### src/rtl/spart_rx.sv
// -----------------------------------------------------------------------------
// spart_rx -- SPART serial receive stage.
//
// Deserializes an asynchronous start/data/stop frame from rxd into a parallel
// byte using the 16x-oversampled rx_enable tick from the baud rate generator.
// Every FSM and datapath step advances only on rx_enable. The input
// synchronizer and the clr_rda status-clear path run on every clk.
//
// Parameters:
//   DATA_BITS   data bits per frame, LSB first (2..8, bit counter is 3 bits)
//   OVERSAMPLE  rx_enable ticks per bit period (power of two, >= 8)
//
// Ports:
//   clk          in   system clock (also clocks the baud rate generator)
//   rst          in   synchronous, active-high reset
//   rx_enable    in   one-clk tick at OVERSAMPLE x baud
//   rxd          in   asynchronous serial line, idles high
//   clr_rda      in   one-clk strobe: CPU has read the receive buffer
//   rx_data      out  last received byte
//   rda          out  receive data available
//   framing_err  out  last byte had a stop bit of 0
//   overrun_err  out  a byte was loaded while rda was still set
//   busy         out  receiver is outside IDLE
// -----------------------------------------------------------------------------
module spart_rx #(
  parameter int DATA_BITS  = 8,
  parameter int OVERSAMPLE = 16
) (
  input  logic                 clk,
  input  logic                 rst,
  input  logic                 rx_enable,
  input  logic                 rxd,
  input  logic                 clr_rda,
  output logic [DATA_BITS-1:0] rx_data,
  output logic                 rda,
  output logic                 framing_err,
  output logic                 overrun_err,
  output logic                 busy
);

  localparam int TW = $clog2(OVERSAMPLE);

  // Mid start bit is half a bit period after the detected falling edge; from
  // there every sample point is a full bit period later.
  localparam logic [TW-1:0] MID_START = TW'(OVERSAMPLE / 2 - 1);
  localparam logic [TW-1:0] MID_BIT   = TW'(OVERSAMPLE - 1);
  localparam logic [2:0]    LAST_BIT  = 3'(DATA_BITS - 1);

  typedef enum logic [2:0] {
    S_IDLE,
    S_START,
    S_DATA,
    S_STOP,
    S_BREAK
  } state_e;

  state_e                 state_q,       state_d;
  logic                   rxd_meta_q,    rxd_meta_d;
  logic                   rxd_s_q,       rxd_s_d;
  logic [TW-1:0]          tick_cnt_q,    tick_cnt_d;
  logic [2:0]             bit_cnt_q,     bit_cnt_d;
  logic [DATA_BITS-1:0]   shreg_q,       shreg_d;
  logic [DATA_BITS-1:0]   rx_data_q,     rx_data_d;
  logic                   rda_q,         rda_d;
  logic                   framing_err_q, framing_err_d;
  logic                   overrun_err_q, overrun_err_d;
  logic                   load;

  always_comb begin
    // NOTE: every signal written here gets a default first, so no path can
    // leave it unassigned and infer a latch.
    state_d       = state_q;
    rxd_meta_d    = rxd;
    rxd_s_d       = rxd_meta_q;
    tick_cnt_d    = tick_cnt_q;
    bit_cnt_d     = bit_cnt_q;
    shreg_d       = shreg_q;
    rx_data_d     = rx_data_q;
    rda_d         = rda_q;
    framing_err_d = framing_err_q;
    overrun_err_d = overrun_err_q;
    load          = 1'b0;

    if (rx_enable) begin
      tick_cnt_d = tick_cnt_q + TW'(1);
      unique case (state_q)
        S_IDLE: begin
          tick_cnt_d = '0;
          if (!rxd_s_q) state_d = S_START;
        end
        S_START: begin
          if (tick_cnt_q == MID_START) begin
            tick_cnt_d = '0;
            if (rxd_s_q) begin
              // Glitch shorter than half a bit: drop it, flags untouched.
              state_d = S_IDLE;
            end else begin
              state_d   = S_DATA;
              bit_cnt_d = '0;
            end
          end
        end
        S_DATA: begin
          // tick_cnt wraps from MID_BIT to 0 on its own, so the next sample
          // lands exactly one bit period later without an explicit clear.
          if (tick_cnt_q == MID_BIT) begin
            shreg_d   = {rxd_s_q, shreg_q[DATA_BITS-1:1]};
            bit_cnt_d = bit_cnt_q + 3'd1;
            if (bit_cnt_q == LAST_BIT) state_d = S_STOP;
          end
        end
        S_STOP: begin
          if (tick_cnt_q == MID_BIT) begin
            load    = 1'b1;
            // A low stop bit means the line may be held in break; wait for
            // it to rise so a stuck-low line cannot retrigger frames.
            state_d = rxd_s_q ? S_IDLE : S_BREAK;
          end
        end
        S_BREAK: begin
          tick_cnt_d = '0;
          if (rxd_s_q) state_d = S_IDLE;
        end
        default: state_d = S_IDLE;
      endcase
    end

    if (clr_rda) begin
      rda_d         = 1'b0;
      framing_err_d = 1'b0;
      overrun_err_d = 1'b0;
    end

    // A load in the same cycle as clr_rda wins: the new byte is reported,
    // and the CPU's read means the previous byte was not lost.
    if (load) begin
      rx_data_d     = shreg_q;
      rda_d         = 1'b1;
      framing_err_d = !rxd_s_q;
      overrun_err_d = rda_q && !clr_rda;
    end
  end

  always_ff @(posedge clk) begin
    // NOTE: state registers use non-blocking assignments so every flop
    // samples the pre-edge values, independent of statement order.
    if (rst) begin
      state_q       <= S_IDLE;
      rxd_meta_q    <= 1'b1;
      rxd_s_q       <= 1'b1;
      tick_cnt_q    <= '0;
      bit_cnt_q     <= '0;
      shreg_q       <= '0;
      rx_data_q     <= '0;
      rda_q         <= 1'b0;
      framing_err_q <= 1'b0;
      overrun_err_q <= 1'b0;
    end else begin
      state_q       <= state_d;
      rxd_meta_q    <= rxd_meta_d;
      rxd_s_q       <= rxd_s_d;
      tick_cnt_q    <= tick_cnt_d;
      bit_cnt_q     <= bit_cnt_d;
      shreg_q       <= shreg_d;
      rx_data_q     <= rx_data_d;
      rda_q         <= rda_d;
      framing_err_q <= framing_err_d;
      overrun_err_q <= overrun_err_d;
    end
  end

  assign rx_data     = rx_data_q;
  assign rda         = rda_q;
  assign framing_err = framing_err_q;
  assign overrun_err = overrun_err_q;
  assign busy        = (state_q != S_IDLE);

endmodule

### config.mk
export PLATFORM = sky130hd
export DESIGN_NAME = spart_rx
export DESIGN_NICKNAME = d
export VERILOG_FILES = /design/src/rtl/spart_rx.sv
export SDC_FILE = /design/constraint.sdc
export NUM_CORES = 1
export LEC_CHECK = 0
export BUFFER_PORTS_ARGS = -buffer_cell sky130_fd_sc_hd__buf_4
export CAP_MARGIN = 0
export CORE_MARGIN = 8
export CORE_UTILIZATION = 55
export DETAILED_ROUTE_END_ITERATION = 16
export PLACE_DENSITY = 0.81
export SETUP_SLACK_MARGIN = 0.5
export SLEW_MARGIN = 20
export SYNTH_ARGS = -nofsm -noshare
export SYNTH_HDL_FRONTEND = slang
export SYNTH_SLANG_ARGS = --single-unit
export TNS_END_PERCENT = 1
### constraint.sdc
create_clock -name clk -period 2.4 [get_ports clk]
set_input_delay 0.12 -clock clk [delete_from_list [all_inputs] [get_ports clk]]
set_output_delay 0.12 -clock clk [all_outputs]
set_load 0.05 [all_outputs]
==> results of run 1 <==
==> cell usage after synthesis (2+ instances only) <==
master,count,area [um^2]
mux2i_1,17,170
or2_2,2,12.5
dfxtp_1,31,621
buf_6,2,22.5
or4b_1,2,20.0
a21o_1,2,15.0
nand2b_1,6,37.5
clkbuf_1,3,11.3
nand3_1,4,20.0
nand4_1,2,12.5
nor3_1,2,10.0
ha_1,3,37.5
a31oi_1,2,12.5
nand2_1,5,18.8
nor2_1,21,78.8
a21oi_1,8,40.0
buf_2,4,20.0
and3b_1,2,17.5
==> what timing repair did <==
action,in CTS,in global routing
hold endpoints to repair,2,0
endpoints found under the setup margin,0,14
hold buffers,2,0
==> final cells by class <==
class | count | area share
Tap cell | 30 | 0.0244
Inverter | 1 | 0.00244
Multi-Input combinational cell | 97 | 0.436
Clock buffer | 6 | 0.0334
Sequential cell | 31 | 0.404
Clock inverter | 1 | 0.00326
Timing Repair Buffer | 19 | 0.0961
==> metal layers <==
layer  track usage  share of wire  vias up
met3        0.0595          0.053        7
met4        0.0681          0.021        0
li1              -              -      520
met5             0              0        -
met1         0.126           0.41      500
met2         0.231           0.52       22
==> stage by stage <==
step	util	setup WS [ps]	hold slack, ps	std cells
4_1_cts	0.638	528	9.26	185
6_report	0.638	531	24.8	185
3_3_place_gp	0.606	592	302	176
5_1_grt	0.638	377	34.3	185
3_5_place_dp	0.606	553	311	176
2_1_floorplan	-	667	199	139
==> report_power, final <==
part,switching (uW),internal (uW)
Combinational,21.1,14.8
Clock,169,135
Sequential,4.31,517
Total,194,667
==> worst paths after layout <==
path | endpoint | slack, ps | cells past startpoint
max | shreg_q[0]$_SDFFE_PP0P_ | 530 | 5
min | state_q[1]$_SDFFE_PP0P_ | 20 | 2
max reg2reg | shreg_q[0]$_SDFFE_PP0P_ | 530 | 5
min reg2reg | rxd_s_q$_SDFF_PP1_ | 450 | 1
==> state kept, by name, summed over array words and instances (netlist names) <==
signal,flops
rxd_s_q,1
rx_data,8
rxd_meta_q,1
bit_cnt_q,3
rda,1
tick_cnt_q,4
shreg_q,8
state_q,3
overrun_err,1
framing_err,1
==> kinds of logic after synthesis <==
| logic type | synth area share |
|---|---|
| and+or+nand+nor | 0.230 |
| DFF | 0.458 |
| AOI/OAI and AO/OA | 0.0969 |
| muxes | 0.134 |
| buffers and inverters | 0.0480 |
| adders and majority gates | 0.0277 |
| xor gates and xnor gates | 0.00646 |
==> worst max-delay path, delay by kind of cell (launching register included) <==
kind          cells  cell delay (ps)
simple gates      3              820
mux               1              250
fa+ha+maj         1              300
flops             1              370
==> flow_metrics.tcl, run 1 <==
set metrics [dict create \
    status "completed" \
    crit_type "reg -> reg" \
    cts.clk_slew.worst_paths_ps 90 \
    cts_tree "built" \
    rsz0062_at_grt "true" \
    vdd_drop_max_v 0.000473 \
    syn_area_um2 1360 \
    start_util 0.563 \
    required_ps 2610 \
    grt-ovfl-total 0 \
    p_total_uw 861 \
    grt_pass1_wl_um 4370 \
    r2r-start "tick_cnt_q[0]$_SDFFE_PP0P_" \
    worst_setup_path_end_kind "register" \
    dieArea_um2 4310 \
    nFillCells 206 \
    post-cts-setup-buffers 0 \
    path_max_fanout 9 \
    fp-row-count 18 \
    maxSlewViolCount 0 \
    synth_nets 147 \
    die_width_um 65.7 \
    crit_path_cell_trace "ha_1, and4_2, and3_1, mux2i_1, nor2_1" \
    ys_seq_area_frac 0.458 \
    diodes 0 \
    synth_flop_cell "dfxtp_1" \
    netlist_instances 139 \
    cpPeakStageDelay_ps 510 \
    tns_ps 0 \
    vias 1049 \
    design_area_um2 1540 \
    routed_via_density 5.67 \
    clk_latency_ps 330 \
    grt_pass1_vias 1017 \
    drive_gt1_frac 0.187 \
    antenna_found_initial 0 \
    cp-startpoint "tick_cnt_q[0]$_SDFFE_PP0P_" \
    cts-root-buf "clkbuf_4" \
    clock_sinks 31 \
    async_flop_share 0 \
    seqCellArea_um2 621 \
    synth_warnings 0 \
    drtAntennaViolNets 0 \
    nNetsFinal 163 \
    min_path_type "in -> reg" \
    htree_levels 2 \
    cellPowerDensity_nw_per_um2 560 \
    grt_max_degree 32 \
    dpl-instance-area_um2 1460 \
    fin_crit_sh 0.779 \
    synth_cell_types 39 \
    numCtsBuffers 5 \
    arrival_ps 2080 \
    drt-initial-drc-count 21 \
    period_needed_ps 1870 \
    numPortBuffers 16 \
    ys_seq_elements 31 \
    first_pass_iters 4 \
    start_kind "register" \
    core_area_um2 2410 \
    cts_resized 0 \
    multi_input_area_um2 671 \
    p_leak_uw 0.000696 \
    hold_viol 0 \
    chipHeight_um 65.7 \
    drc_errors 0 \
    worst_slew_pin_slew_ps 544 \
    layout_commonest_cell "dfxtp_1" \
    mostFrequentLayoutCells "31 x dfxtp_1, 21 x nor2_1, 17 x mux2i_1, 17 x buf_4, 8 x a21oi_1" \
    cp_slowest_cell "and3_1" \
    hold_start "rx_enable" \
    setup_viol_count_final 0 \
    gp_congestion 0.808 \
    grt_use_total 0.132 \
    skew_ps 7.96 \
    wl_per_cell_um 13.9 \
    synth_edf_count 0 \
    io_pins 17 \
    synth.avg_cell_area_um2 9.76 \
    drt-total-wl_um 2570 \
    syn2layout_area_growth_pct 13.3 \
    cts_max_path_buffers 2 \
    clock.fmax_mhz 535 \
    drv_cap 0 \
    slew-limit-headroom 0.637 \
]
Power figures use the tool's default switching activity.
==> run 2, diff against run 1 <==
- ABC_AREA: not set -> 1
- CORE_UTILIZATION: 55 -> 56
- PLACE_DENSITY: 0.81 -> 0.82
- clock period: 2.4 -> 1.8 ns (I/O delays scaled with it)
==> flow_metrics.tcl, run 2 <==
set metrics [dict create \
    layout_commonest_cell "nor2_1" \
    hold_viol 0 \
    synth.avg_cell_area_um2 7.74 \
    maxSlewViolCount 0 \
    cts_max_path_buffers 2 \
    diodes 0 \
    path_max_fanout 11 \
    io_pins 17 \
    drtAntennaViolNets 0 \
    synth_flop_cell "dfxtp_1" \
    p_leak_uw 0.000804 \
    grt_use_total 0.154 \
    cts.clk_slew.worst_paths_ps 90 \
    antenna_found_initial 0 \
    worst_setup_path_end_kind "register" \
    drt-total-wl_um 2990 \
    cp-startpoint "tick_cnt_q[1]$_SDFFE_PP0P_" \
    worstSetupEndpoint "overrun_err$_SDFFE_PP0P_" \
    vdd_drop_max_v 0.000866 \
    arrival_ps 1560 \
    clock.fmax_mhz 738 \
    synth_cell_types 27 \
    skew_ps 5.54 \
    numPortBuffers 16 \
    drc_errors 0 \
    fp-row-count 18 \
    syn_area_um2 1420 \
    required_ps 2010 \
    ys_seq_area_frac 0.436 \
    cellPowerDensity_nw_per_um2 1120 \
    grt_pass1_vias 1247 \
    cts_tree "built" \
    yosys.area.top_type "dfxtp_1" \
    htree_levels 2 \
    start_util 0.580 \
    synth_nets 192 \
    grt-ovfl-total 0 \
    synth_edf_count 0 \
    dieArea_um2 4410 \
    period_needed_ps 1360 \
    routed_via_density 5.22 \
    r2r-start "tick_cnt_q[1]$_SDFFE_PP0P_" \
    numCtsBuffers 5 \
    tns_ps 0 \
    vias 1247 \
    synth_common_cells "42 x nor2_1, 31 x dfxtp_1, 22 x nand2_1, 19 x o21ai_0" \
    slew-limit-headroom 0.594 \
    min_path_type "in -> reg" \
    fin_crit_sh 0.753 \
    r2r_cells 8 \
    setup_viol_count_final 0 \
    crit_type "reg -> reg" \
    cts-root-buf "clkbuf_4" \
    reg2reg_to "overrun_err$_SDFFE_PP0P_" \
    status "completed" \
    start_kind "register" \
    netlist_instances 184 \
    clk_latency_ps 320 \
    nNetsFinal 217 \
    place_ws_ps 385 \
    async_flop_share 0 \
    clock_sinks 31 \
    synthMostInstantiatedCell "nor2_1" \
    syn2layout_area_growth_pct 19.0 \
    r2r_slack_ps 440 \
    die_width_um 66.4 \
    core_area_um2 2450 \
    rsz0062_at_grt "true" \
    worst_slew_pin_slew_ps 609 \
    gp_congestion 0.833 \
    synthTopCellsByArea "dfxtp_1 44%, nor2_1 11%, o21ai_0 6.7%" \
    synth_warnings 0 \
    first_pass_iters 4 \
    grt_max_degree 24 \
    timing.final.ws_setup_ps 444 \
    drive_gt1_frac 0.301 \
    wl_per_cell_um 12.5 \
    synth.top_cell.area_share 0.436 \
    mostFrequentLayoutCells "42 x nor2_1, 27 x dfxtp_1, 22 x nand2_1" \
    ys_seq_elements 31 \
    chipHeight_um 66.4 \
    grt_pass1_wl_um 5290 \
    hpwl_um 2040 \
    drt-initial-drc-count 71 \
    drv_cap 0 \
]
-- run 2: how the worst min path moves through the flow --
stage                    from                    endpoint  cells past startpoint
floorplan                 rxd       rxd_meta_q$_SDFF_PP1_                      1
global placement          rxd       rxd_meta_q$_SDFF_PP1_                      2
detailed placement        rxd       rxd_meta_q$_SDFF_PP1_                      2
CTS                 rx_enable  tick_cnt_q[3]$_SDFFE_PP0P_                      2
global route        rx_enable  tick_cnt_q[3]$_SDFFE_PP0P_                      2
finish              rx_enable  tick_cnt_q[3]$_SDFFE_PP0P_                      2
-- run 2: what timing repair did --
action                                 CTS  global route
hold buffers                             3             0
endpoints found under the hold margin    5             0
gates cloned                             1             0
resized for setup                        2             2
setup endpoints to repair               26            29
setup buffers                            3             0
pin swaps                                3             0
-- run 2: routing by layer --
layer,vias up,wire [um],track usage
met2,23,1480,0.250
met5,-,0,0
met1,582,1320,0.168
li1,637,-,-
met3,5,126,0.0542
met4,0,56,0.0960
-- run 2: kinds of logic (layout without fill, tap and decap cells) --
family	count (synthesis)	count (layout)	synth area share
AOI/OAI and AO/OA	30	30	0.123
adders and majority gates	3	3	0.0264
and+or+nand+nor	98	99	0.342
DFF	31	31	0.436
buffers and inverters	22	46	0.0729
-- run 2: area by class of cell --
class	instances	area [um^2]
Inverter	17	68.8
Clock inverter	1	5.00
Sequential cell	31	628
Multi-Input combinational cell	132	731
Timing Repair Buffer	22	173
Fill cell	188	761
Clock buffer	6	51.3
Tap cell	30	37.5
-- run 2: metrics by stage --
stage	power [uW]	cell area (um^2)	hold slack, ps	util	cells
4_1_cts	1900	1690	6.54	0.688	239
2_1_floorplan	1340	1450	194	-	184
3_3_place_gp	1450	1570	275	0.639	225
5_1_grt	2030	1690	29.2	0.690	239
6_report	1900	1690	21.1	0.690	239
3_5_place_dp	1480	1570	281	0.639	225
-- run 2: worst max-delay path, cell delays in order, from the launching register on --
cell     delay, ps
dfxtp_4        380
ha_4           160
nand3_4         80
nor2_4         130
inv_4           70
nor2_8         140
inv_4          110
nand3_1         90
a21oi_1         70
-- run 2: power breakdown --
part | total [uW] | internal [uW] | leakage (uW) | switching (uW)
logic | 665 | 220 | 0.000517 | 445
clock network | 407 | 181 | 0.0000341 | 227
registers | 829 | 747 | 0.000253 | 82.5
total | 1900 | 1150 | 0.000804 | 754
==> run 3, diff against run 2 <==
- ABC_AREA: 1 -> 0
- CORE_UTILIZATION: 56 -> 55
- PLACE_DENSITY: 0.82 -> 0.81
- clock period: 1.8 -> 1.4 ns (I/O delays scaled with it)
==> flow_metrics.tcl, run 3 (same netlist as run 1, synthesis figures left out) <==
set metrics [dict create \
    cts_tree "built" \
    cpMostUsedCell "ha_4" \
    drtAntennaViolNets 0 \
    min_path_type "in -> reg" \
    cpPeakStageDelay_ps 360 \
    netSwitchingFraction 0.240 \
    start_util 0.563 \
    mostFrequentLayoutCells "23 x buf_4, 21 x nor2_1, 17 x mux2i_1, 17 x dfxtp_1, 14 x dfxtp_2" \
    p_comb_frac 0.061 \
    arrival_ps 1960 \
    htree_levels 2 \
    period_needed_ps 1700 \
    crit_type "reg -> reg" \
    p_seq_frac 0.603 \
    wl_per_cell_um 16.0 \
    syn2layout_area_growth_pct 38.2 \
    p_leak_uw 0.000823 \
    skew_ps 8.10 \
    grt_use_total 0.162 \
    drt-total-wl_um 3340 \
    routed_via_density 5.74 \
    hpwl_um 2080 \
    cp_slowest_cell "or3b_1" \
    cts.clk_slew.worst_paths_ps 100 \
    worst_setup_path_end_kind "register" \
    setup_viol_count_final 21 \
    timing.final.ws_setup_ps -297 \
    cts_max_path_buffers 2 \
    required_ps 1660 \
    die_width_um 65.7 \
    fp-row-count 18 \
    crit_path_cell_trace "ha_4, ha_4, o211a_1, a211o_1, or3b_1, a31oi_1" \
    drive_gt1_frac 0.388 \
    tns_ps -1980 \
    path_max_fanout 3 \
    clockPowerShare 0.336 \
    drv_cap 0 \
    cellPowerDensity_nw_per_um2 789 \
    status "finished, violations left" \
    maxSlewViolCount 0 \
    intPower_uw 1120 \
    gp_congestion 0.848 \
    p_sw_uw 355 \
    drt-initial-drc-count 80 \
    worst_slew_pin_slew_ps 355 \
    crit_buf_inv 0 \
    diodes 0 \
    rsz0062_at_grt "true" \
    grt_max_degree 32 \
    grt_pass1_vias 1210 \
    first_pass_iters 4 \
    nFillCells 142 \
    violations "setup timing" \
    clock.fmax_mhz 589 \
    fin_crit_sh 1.21 \
    vias 1194 \
    chipHeight_um 65.7 \
    core_area_um2 2410 \
    dieArea_um2 4310 \
    antenna_found_initial 0 \
    hold_viol 0 \
    nNetsFinal 185 \
    p_total_uw 1480 \
    drc_errors 0 \
    vdd_drop_max_v 0.000799 \
    clk_latency_ps 330 \
    layout_commonest_cell "buf_4" \
    io_pins 17 \
    cts-root-buf "clkbuf_4" \
    clock_sinks 31 \
    grt-ovfl-total 0 \
    numPortBuffers 16 \
    grt_pass1_wl_um 5440 \
    start_kind "register" \
    slew-limit-headroom 0.763 \
    numCtsBuffers 5 \
    cp_top_family "compound AO/OA/AOI/OAI gates" \
]
==> run 3: cell types whose count changed in the layout (fill, tap and decap cells not counted), moves of 5 or more <==
cell / previous run / this run
inv_1: 11 / 1
nor2_2: 11 / 0
buf_6: 0 / 5
o21ai_0: 19 / 1
mux2i_1: 0 / 17
nand2b_1: 0 / 6
buf_8: 0 / 9
dfxtp_2: 3 / 14
dfxtp_1: 27 / 17
nor2_1: 42 / 21
nand2_1: 22 / 5
nor2_4: 5 / 0
==> run 3: cell type report <==
type                            count  area (um^2)  area share
Clock buffer                        7         45.0      0.0240
Clock inverter                      1         5.00     0.00267
Inverter                            1         3.75     0.00200
Multi-Input combinational cell     97          731       0.390
Sequential cell                    31          638       0.340
Tap cell                           30         37.5      0.0200
Timing Repair Buffer               41          414       0.221
==> run 3: worst reg2reg max path: cells and delay by family, from the launching register on <==
kind / cells / cell delay (ps)
compound gates: 3 / 610
simple gates: 1 / 360
flops: 1 / 350
fa+ha+maj: 2 / 310
==> run 3: routing by layer <==
metal | up-vias | part of all wire | GRT usage
li1 | 569 | - | -
met1 | 562 | 0.40 | 0.173
met2 | 52 | 0.51 | 0.278
met3 | 11 | 0.078 | 0.0697
met4 | 0 | 0.012 | 0.0545
met5 | - | 0 | 0
==> run 3: repair_timing <==
action | in CTS | in global routing
endpoints found under the hold margin | 3 | 0
setup buffers | 0 | 0
endpoints found under the setup margin | 41 | 41
hold buffers | 3 | 0
gates resized for setup | 39 | 7
pin swaps | 2 | 4
==> run 3: power groups by stage <==
stage	sequential, uW	clock, uW	combinational, uW
2_1_floorplan	909	0	40.7
3_3_place_gp	911	0	73.9
3_5_place_dp	911	0	76.3
4_1_cts	891	506	85.0
5_1_grt	892	556	96.0
6_report	891	497	90.1
==> run 3: path summary, 6_finish.rpt <==
| kind | startpoint | to | slack, ps | depth (start not counted) |
|---|---|---|---|---|
| hold reg to reg | rxd_meta_q$_SDFF_PP1_ | rxd_s_q$_SDFF_PP1_ | 430 | 1 |
| setup / recovery | bit_cnt_q[1]$_SDFFE_PP0P_ | state_q[0]$_SDFFE_PP0P_ | -300 | 6 |
| hold / removal | clr_rda | rda$_SDFFE_PP0P_ | 30 | 3 |
| setup reg to reg | bit_cnt_q[1]$_SDFFE_PP0P_ | state_q[0]$_SDFFE_PP0P_ | -300 | 6 |
==> run 3: stage by stage <==
stage                     utilization  hold WS (ps)  setup slack [ps]  std cells  area (um^2)
after floorplan                     -           149              -206        139         1360
after global placement          0.679           250              -219        197         1640
after detailed placement        0.679           259              -313        197         1640
after CTS                       0.762          12.7              -329        208         1840
after global routing            0.778          48.3              -384        208         1870
final                           0.778          34.0              -297        208         1870
